--- config.mk ---
export PLATFORM = sky130hd
export DESIGN_NAME = aoi22_pipe
export DESIGN_NICKNAME = d
export VERILOG_FILES = /design/src/rtl/aoi22_pipe.sv
export SDC_FILE = /design/constraint.sdc
export NUM_CORES = 1
export LEC_CHECK = 0
export BUFFER_PORTS_ARGS = -buffer_cell sky130_fd_sc_hd__buf_4
export CAP_MARGIN = 10
export CORE_UTILIZATION = 40
export DETAILED_ROUTE_END_ITERATION = 10
export PLACE_DENSITY_LB_ADDON = 0.15
export SLEW_MARGIN = 30
export SYNTH_ARGS = -nofsm -noshare
export SYNTH_HDL_FRONTEND = slang
export SYNTH_SLANG_ARGS = --single-unit
--- constraint.sdc ---
create_clock -name CLK -period 2.5 [get_ports CLK]
set_input_delay 0.5 -clock CLK [delete_from_list [all_inputs] [get_ports CLK]]
set_output_delay 0.5 -clock CLK [all_outputs]
set_load 0.02 [all_outputs]
--- src/rtl/aoi22_pipe.sv ---
// aoi22_pipe
//   Registered, flow-controlled vector AND-OR-INVERT stage:
//   Y = ~((A & B) | (C & D)), evaluated bitwise over WIDTH-bit operands.
//   Operands are captured into a stage-1 register. The AOI22 result is then
//   written into a 2-entry output FIFO. Y and out_valid are driven from the
//   FIFO head.
//
// Ports
//   CLK        rising-edge clock
//   RESET      asynchronous, active-high reset; clears all state
//   in_valid   operand set A/B/C/D is valid
//   in_ready   block can accept an operand set this cycle (registered state only)
//   A,B,C,D    WIDTH-bit operands, sampled on accept
//   out_valid  Y holds a valid result
//   out_ready  consumer takes Y this cycle
//   Y          WIDTH-bit result
//   xfer_cnt   16-bit count of delivered results, wraps modulo 2^16
module aoi22_pipe #(
    parameter int unsigned WIDTH = 8
) (
    input  logic             CLK,
    input  logic             RESET,
    input  logic             in_valid,
    output logic             in_ready,
    input  logic [WIDTH-1:0] A,
    input  logic [WIDTH-1:0] B,
    input  logic [WIDTH-1:0] C,
    input  logic [WIDTH-1:0] D,
    output logic             out_valid,
    input  logic             out_ready,
    output logic [WIDTH-1:0] Y,
    output logic [15:0]      xfer_cnt
);

    // Stage-1 operand register
    logic [WIDTH-1:0] s1_a;
    logic [WIDTH-1:0] s1_b;
    logic [WIDTH-1:0] s1_c;
    logic [WIDTH-1:0] s1_d;
    logic             s1_valid;

    // 2-entry output FIFO
    logic [WIDTH-1:0] buf_data [2];
    logic             rd_ptr;
    logic             wr_ptr;
    logic [1:0]       buf_cnt;

    logic             accept;
    logic             pop;
    logic             advance;
    logic [1:0]       occ;
    logic [WIDTH-1:0] aoi_res;

    always_comb begin
        occ       = 2'({1'b0, s1_valid}) + buf_cnt;
        // in_ready depends only on registered occupancy.
        // out_ready has no path to it.
        in_ready  = (occ != 2'd3);
        out_valid = (buf_cnt != 2'd0);
        Y         = buf_data[rd_ptr];
        accept    = in_valid & in_ready;
        pop       = out_valid & out_ready;
        // Stage 1 may move into a full buffer when the head is popped on the same edge.
        advance   = s1_valid & ((buf_cnt != 2'd2) | pop);
        aoi_res   = ~((s1_a & s1_b) | (s1_c & s1_d));
    end

    always_ff @(posedge CLK or posedge RESET) begin
        if (RESET) begin
            s1_a     <= '0;
            s1_b     <= '0;
            s1_c     <= '0;
            s1_d     <= '0;
            s1_valid <= 1'b0;
        end else begin
            if (accept) begin
                s1_a <= A;
                s1_b <= B;
                s1_c <= C;
                s1_d <= D;
            end
            s1_valid <= accept | (s1_valid & ~advance);
        end
    end

    always_ff @(posedge CLK or posedge RESET) begin
        if (RESET) begin
            buf_data[0] <= '0;
            buf_data[1] <= '0;
            rd_ptr      <= 1'b0;
            wr_ptr      <= 1'b0;
            buf_cnt     <= 2'd0;
        end else begin
            if (advance) begin
                buf_data[wr_ptr] <= aoi_res;
                wr_ptr           <= ~wr_ptr;
            end
            if (pop) begin
                rd_ptr <= ~rd_ptr;
            end
            case ({advance, pop})
                2'b10:   buf_cnt <= buf_cnt + 2'd1;
                2'b01:   buf_cnt <= buf_cnt - 2'd1;
                default: buf_cnt <= buf_cnt;
            endcase
        end
    end

    always_ff @(posedge CLK or posedge RESET) begin
        if (RESET) begin
            xfer_cnt <= '0;
        end else if (pop) begin
            xfer_cnt <= xfer_cnt + 16'd1;
        end
    end

endmodule
==> results of run 1 <==
-- layout make-up --
class                   count  area [um2]  share of cell area
flip-flops and latches     69        1730               0.465
clock inverters             5        82.6              0.0222
inverters                   3        11.3             0.00303
repair buffers             63         485               0.131
clock buffers              11         151              0.0408
well taps                  96         120              0.0323
multi-input cells         128        1140               0.306
-- placed cells by master, fill, tap and decap left out, drive strengths merged --
cell type	count
nor2	7
nor4	1
and4	2
nand2	12
clkinv	3
a22oi	8
nand2b	1
inv	3
nor3	2
mux2	56
nand4	2
xnor2	13
o21ai	1
nand3b	1
bufinv	2
buf	63
and2	1
nand3	5
clkbuf	11
a21o	1
or2	2
or4	1
nor3b	1
dfrtp	69
xor2	8
ha	3
-- through the flow --
step / power (mW) / utilization / area (um2) / hold WS, ns
floorplan: 3.25 / - / 2910 / 0.469
global placement: 3.79 / 0.504 / 3480 / 0.458
detailed placement: 3.84 / 0.504 / 3480 / 0.468
CTS: 4.89 / 0.538 / 3710 / 0.113
global route: 5.12 / 0.538 / 3710 / 0.129
finish: 4.79 / 0.538 / 3710 / 0.120
-- routing by layer --
| metal | wire length (um) | GRT usage | vias to the layer above |
|---|---|---|---|
| met3 | 273 | 0.0559 | 9 |
| met2 | 2470 | 0.244 | 46 |
| li1 | - | - | 858 |
| met5 | 0 | 0 | - |
| met1 | 2170 | 0.178 | 886 |
| met4 | 69 | 0.0537 | 0 |
-- logic make-up after synthesis --
kind of cell | synth area share
AOI/OAI and AO/OA | 0.0262
xor gates and xnor gates | 0.0632
adders and majority gates | 0.0129
buffers and inverters | 0.0155
DFF | 0.594
muxes | 0.217
and+or+nand+nor | 0.0718
-- worst reg2reg max path, stage by stage, from the launching register on --
cell	delay, ns
dfrtp_1	0.46
ha_1	0.22
xor2_1	0.14
nand2_1	0.08
and2_1	0.12
buf_4	0.37
mux2_2	0.41
-- power groups by stage --
stage          Combinational (mW)  Clock (mW)  Sequential [mW]
5_1_grt                      1.99        1.10             2.03
3_5_place_dp                 1.86           0             1.98
2_1_floorplan                1.33           0             1.92
3_3_place_gp                 1.82           0             1.97
6_report                     1.81        1.03             1.95
4_1_cts                      1.86        1.07             1.96
-- state kept, by name (all words and copies together), names as in the netlist --
register and flops:
s1_c 8, rd_ptr 1, s1_b 8, buf_cnt 2, s1_valid 1, s1_d 8, s1_a 8, buf_data 16
xfer_cnt 16, wr_ptr 1
-- worst max-delay path by stage --
stage / from / to / slack, ns
after floorplan: RESET / buf_cnt[0] / 0.26
after global placement: out_ready / buf_data[9] / 0.57
after detailed placement: out_ready / buf_data[13] / 0.51
after CTS: rd_ptr / Y[5] / 0.45
after global routing: rd_ptr / Y[0] / 0.43
final: rd_ptr / Y[5] / 0.49
==> reports/results.ini, run 1 <==
[status]
status = finished clean

[clock_tree]
clk_path_buf_depth = 2
clk_latency_ns = 0.34
cts-buffers-inserted = 9
htree_levels = 3
cts_tree = built
post_cts_buffers = 0
cts_root_buffer = clkbuf_8
clkSlewWorstSetupHoldPaths_ns = 0.07
clock_sinks = 69
post_cts_resized = 0
holdBufCountCts = 0

[power]
p_clk_frac = 0.215
powerDensity_mw_per_mm2 = 1290
p_comb_frac = 0.378
intPower_mw = 3.26
p_switching_mw = 1.53
switching_share = 0.320
leakage_nw = 1.70
ir_drop_v = 0.000753
seq_power_share = 0.407

[global_route]
grt_pass1_vias = 1851
grt_pass1_wl_um = 8540
grt_use_total = 0.148
antenna_found_initial = 0
grt_start_max_net_pins = 56
overflow = 0

[timing]
tightestPinTransition_ns = 0.668
max_slew_margin = 0.553
hold_violations = 0
final.period_utilization = 0.802
drv_slew = 0
tns_ns = 0
fmax_mhz = 499
fin_skew_ns = 0.00825
final.setup.worst_slack_ns = 0.494
rsz0062_at_grt = false
setup_viol = 0
min_period_ns = 2.01

[layout]
fill_cells = 628
drive_gt1_frac = 0.505
n_antenna_cell = 0
fin_nets = 313
finalNonFillerCells = 375
syn_to_final_growth_pct = 27.7

[synth]
ys_types = 25
synthCells = 206
synth_area_mm2 = 0.00291
yosysMostFrequentCell = dfrtp_1
synth_edf_count = 0
synth-async-reset-ratio = 1.00
synth_area_leader_cell = dfrtp_1
syn_avg_cell_area_um2 = 14.1
yosys-top-cells-area = dfrtp_1 59%, mux2_2 22%, xnor2_1 3.9%, xor2_1 2.4%, a22oi_1 2.1%
ys.flop_type = dfrtp_1
ys_ff_latch = 69
synth_top_area_share = 0.594
synth_fp_nets = 245
ys_seq_area_frac = 0.594
yosys_warnings = 0
netlist_top_cells_count = 69 x dfrtp_1, 56 x mux2_2, 13 x xnor2_1

[worst_hold_path]
hp-class = primary input to asynchronous set/reset pin

[setup_path]
worstPathRequired_ns = 2.00
cp.depth = 2
setup.worst_path.class = register to primary output
cp_max_fo = 9
crit_family = flip-flops
reg2reg_depth = 6
crit_path_max_incr_delay_ns = 0.61
rrSetupSlack_ns = 0.59
path_cells = mux2_2 > buf_4
cp-start-kind = register
endpoint_kind = primary output
arrival_ns = 1.51
slowest_stage = dfrtp_1
path_buf_inv = 1
rr_startpoint = buf_cnt[0]
rr_endpoint = s1_b[7]

[drt]
detail-route-antenna-nets = 0
routed_wl_um = 4980
first_pass_iters = 4
via_count = 1799
drt_iter0_drc = 61
post_drt_via_cell_ratio = 4.80
drc = 0
wl_per_cell_um = 13.3

[placement]
io_buffers = 61
dp.cells = 359
post-place-ws_ns = 0.515
hpwl_um = 3510
routabilityCongestion = 0.691

[floorplanning]
fp-row-count = 30
die_w_um = 87.3
boundaryPins = 62
start_util = 0.421
die_y_um = 87.3
die_area_mm2 = 0.00762
core_mm2 = 0.00691

[run]
maxCapViolCount = 0

(Power assumes the default switching activity.)
==> inputs of run 2 (changes only) <==
ABC_AREA = 1   (was unset)
clock period = 1.95 ns   (was 2.5 ns; I/O delays follow)
==> reports/results.ini, run 2 <==
[clock_tree]
cts_tree = built  ; unchanged
cts_root_buffer = clkbuf_8  ; unchanged
clock_sinks = 69  ; unchanged
htree_levels = 3  ; unchanged
clk_latency_ns = 0.33  ; was 0.34 ns
post_cts_buffers = 0  ; unchanged
clk_path_buf_depth = 2  ; unchanged
clkSlewWorstSetupHoldPaths_ns = 0.08  ; was 0.07 ns
cts-buffers-inserted = 9  ; unchanged

[setup_path]
crit_family = flip-flops  ; unchanged
slowest_stage = dfrtp_2  ; was dfrtp_1
cp-start-kind = register  ; unchanged
path_cells = ha_1 > xor2_1 > nand2_1 > buf_4  ; was mux2_2 > buf_4
arrival_ns = 1.44  ; was 1.51 ns
crit_path_max_incr_delay_ns = 0.46  ; was 0.61 ns
endpoint_kind = primary output  ; unchanged
path_buf_inv = 1  ; unchanged
cp_max_fo = 7  ; was 9
worstPathRequired_ns = 1.56  ; was 2.00 ns
setup.worst_path.class = register to primary output  ; unchanged

[timing]
tightestPinTransition_ns = 0.553  ; was 0.668 ns
tns_ns = 0  ; unchanged
min_period_ns = 1.83
rsz0062_at_grt = false  ; unchanged
setup_viol = 0  ; unchanged
max_slew_margin = 0.630  ; was 0.553
final.setup.worst_slack_ns = 0.116  ; was 0.494 ns
hold_violations = 0  ; unchanged
fin_skew_ns = 0.00685  ; was 0.00825 ns
fmax_mhz = 545
final.period_utilization = 0.941
drv_slew = 0  ; unchanged

[power]
ir_drop_v = 0.000584  ; was 0.000753 V
p_switching_mw = 2.46  ; was 1.53 mW
leakage_nw = 1.97  ; was 1.70 nW
power.total_mw = 6.19  ; was 4.79 mW
powerDensity_mw_per_mm2 = 1610  ; was 1290 mW/mm2
switching_share = 0.398  ; was 0.320
seq_power_share = 0.396  ; was 0.407
p_clk_frac = 0.183  ; was 0.215
intPower_mw = 3.72  ; was 3.26 mW
p_comb_frac = 0.421  ; was 0.378

[layout]
drive_gt1_frac = 0.234  ; was 0.505
syn_to_final_growth_pct = 24.3  ; was 27.7%
regArea_mm2 = 0.00173  ; about the same
n_antenna_cell = 0  ; unchanged
fin_nets = 453  ; was 313
multi_input_area_mm2 = 0.00121  ; was 0.00114 mm2
largestRegisters = buf_data (16), xfer_cnt (16)  ; unchanged
fill_cells = 719  ; was 628
finalNonFillerCells = 518  ; was 375
post-route-cell-area_mm2 = 0.00384  ; was 0.00371 mm2
layout_common_cells = 137 x nand2_1, 68 x dfrtp_1, 67 x buf_4  ; was 69 x dfrtp_1, 62 x buf_4, 56 x mux2_2
final_common_cell = nand2_1  ; was dfrtp_1

[synth]
syn_avg_cell_area_um2 = 8.86  ; was 14.1 um2
synth_top_area_share = 0.558  ; was 0.594
ys_ff_latch = 69  ; unchanged
synthCells = 349  ; was 206
synth_fp_nets = 388  ; was 245
ys_seq_area_frac = 0.558  ; was 0.594
ys_types = 27  ; was 25
synth-async-reset-ratio = 1.00  ; unchanged
yosysMostFrequentCell = nand2_1  ; was dfrtp_1
yosys-top-cells-area = dfrtp_1 56%, nand2_1 17%, nand3_1 6.2%, a22o_1 2.3%, o21ai_0 2.3%  ; was dfrtp_1 59%, mux2_2 22%, xnor2_1 3.9%, xor2_1 2.4%, a22oi_1 2.1%
synth_edf_count = 0  ; unchanged
synth_area_mm2 = 0.00309  ; was 0.00291 mm2
yosys_warnings = 0  ; unchanged
netlist_top_cells_count = 137 x nand2_1, 69 x dfrtp_1, 38 x nand3_1  ; was 69 x dfrtp_1, 56 x mux2_2, 13 x xnor2_1
ys.flop_type = dfrtp_1  ; unchanged
synth_area_leader_cell = dfrtp_1  ; unchanged

[drt]
wl_per_cell_um = 12.2  ; was 13.3 um
drc = 0  ; unchanged
post_drt_via_cell_ratio = 4.67  ; was 4.80
via_count = 2421  ; was 1799
detail-route-antenna-nets = 0  ; unchanged
drt_iter0_drc = 153  ; was 61
first_pass_iters = 4  ; unchanged
routed_wl_um = 6310  ; was 4980 um

[placement]
post-place-ws_ns = 0.371  ; was 0.515 ns
routabilityCongestion = 0.746  ; was 0.691
io_buffers = 61  ; unchanged
hpwl_um = 4400  ; was 3510 um
dp.cells = 502  ; was 359
placed_cell_area_mm2 = 0.00365  ; was 0.00348 mm2

[global_route]
grt_start_max_net_pins = 57  ; was 56
overflow = 0  ; unchanged
grt_pass1_wl_um = 10900  ; was 8540 um
grt_use_total = 0.170  ; was 0.148
grt_pass1_vias = 2274  ; was 1851
antenna_found_initial = 0  ; unchanged

[worst_hold_path]
hp-class = primary input to asynchronous set/reset pin  ; unchanged

[run]
maxCapViolCount = 0  ; unchanged

[floorplanning]
die_w_um = 89.9  ; was 87.3 um
fp-row-count = 31  ; was 30
start_util = 0.420  ; was 0.421
boundaryPins = 62  ; unchanged
die_area_mm2 = 0.00808  ; was 0.00762 mm2
core_mm2 = 0.00737  ; was 0.00691 mm2
die_y_um = 89.9  ; was 87.3 um

[status]
status = finished clean  ; unchanged

==> run 2: cell count changes in the layout (fill, tap and decap cells not counted), moves of 10 or more <==
cell / delta
nand2_1: +125
mux2_2: -56
nand3_1: +33
o21ai_0: +14
inv_1: +11
nor2_1: +10
==> run 2: kinds of logic after synthesis <==
group,Yosys count,share of synthesized area
compound gates,31,0.0696
xor+xnor,13,0.0368
fa+ha+maj,3,0.0121
buf+inv,30,0.0494
flops,69,0.558
simple gates,203,0.274
==> run 2: area by class of cell <==
type	count	area share
Sequential cell	69	0.450
Clock buffer	12	0.0378
Timing Repair Buffer	68	0.136
Tap cell	99	0.0322
Inverter	16	0.0166
Clock inverter	4	0.0124
Multi-Input combinational cell	250	0.315
==> run 2: through the flow <==
stage / hold slack [ns] / utilization
final: 0.0275 / 0.522
after global routing: 0.0292 / 0.522
after CTS: 0.0189 / 0.521
after detailed placement: 0.392 / 0.495
after global placement: 0.389 / 0.495
after floorplan: 0.442 / -
==> run 2: path summary, 6_finish.rpt <==
| path | cells past startpoint | to | slack [ns] | start |
|---|---|---|---|---|
| min in group CLK | 3 | s1_a[1] | 0.28 | A[1] |
| max in group asynchronous | 3 | buf_data[14] | 1.33 | RESET |
| hold / removal | 2 | xfer_cnt[4] | 0.03 | RESET |
| setup / recovery | 4 | in_ready | 0.12 | buf_cnt[0] |
| hold reg to reg | 2 | s1_c[6] | 0.47 | s1_c[6] |
| setup reg to reg | 6 | buf_cnt[1] | 0.37 | buf_cnt[1] |
==> run 2: worst reg2reg max path: cells and delay by family (launching register included) <==
family / cells / cell delay [ns]
fa+ha+maj: 1 / 0.33
flops: 1 / 0.45
xor+xnor: 1 / 0.14
simple gates: 2 / 0.34
compound gates: 2 / 0.22
==> run 2: layer usage <==
layer,global-route usage,wire length (um)
met1,0.252,3220
met2,0.236,2720
met3,0.0372,285
met4,0.0766,80
met5,0,0
==> run 2: what timing repair did <==
action	in CTS	in global routing
gates resized for setup	0	1
endpoints found under the hold margin	0	0
hold buffers	0	0
setup endpoints to repair	0	1
==> run 2: power by group through the flow <==
stage	Combinational, mW	Sequential (mW)	Clock [mW]
after global routing	2.96	2.53	1.25
after floorplan	1.88	2.44	0
after global placement	2.60	2.46	0
after detailed placement	2.64	2.47	0
final	2.60	2.45	1.13
after CTS	2.65	2.45	1.18
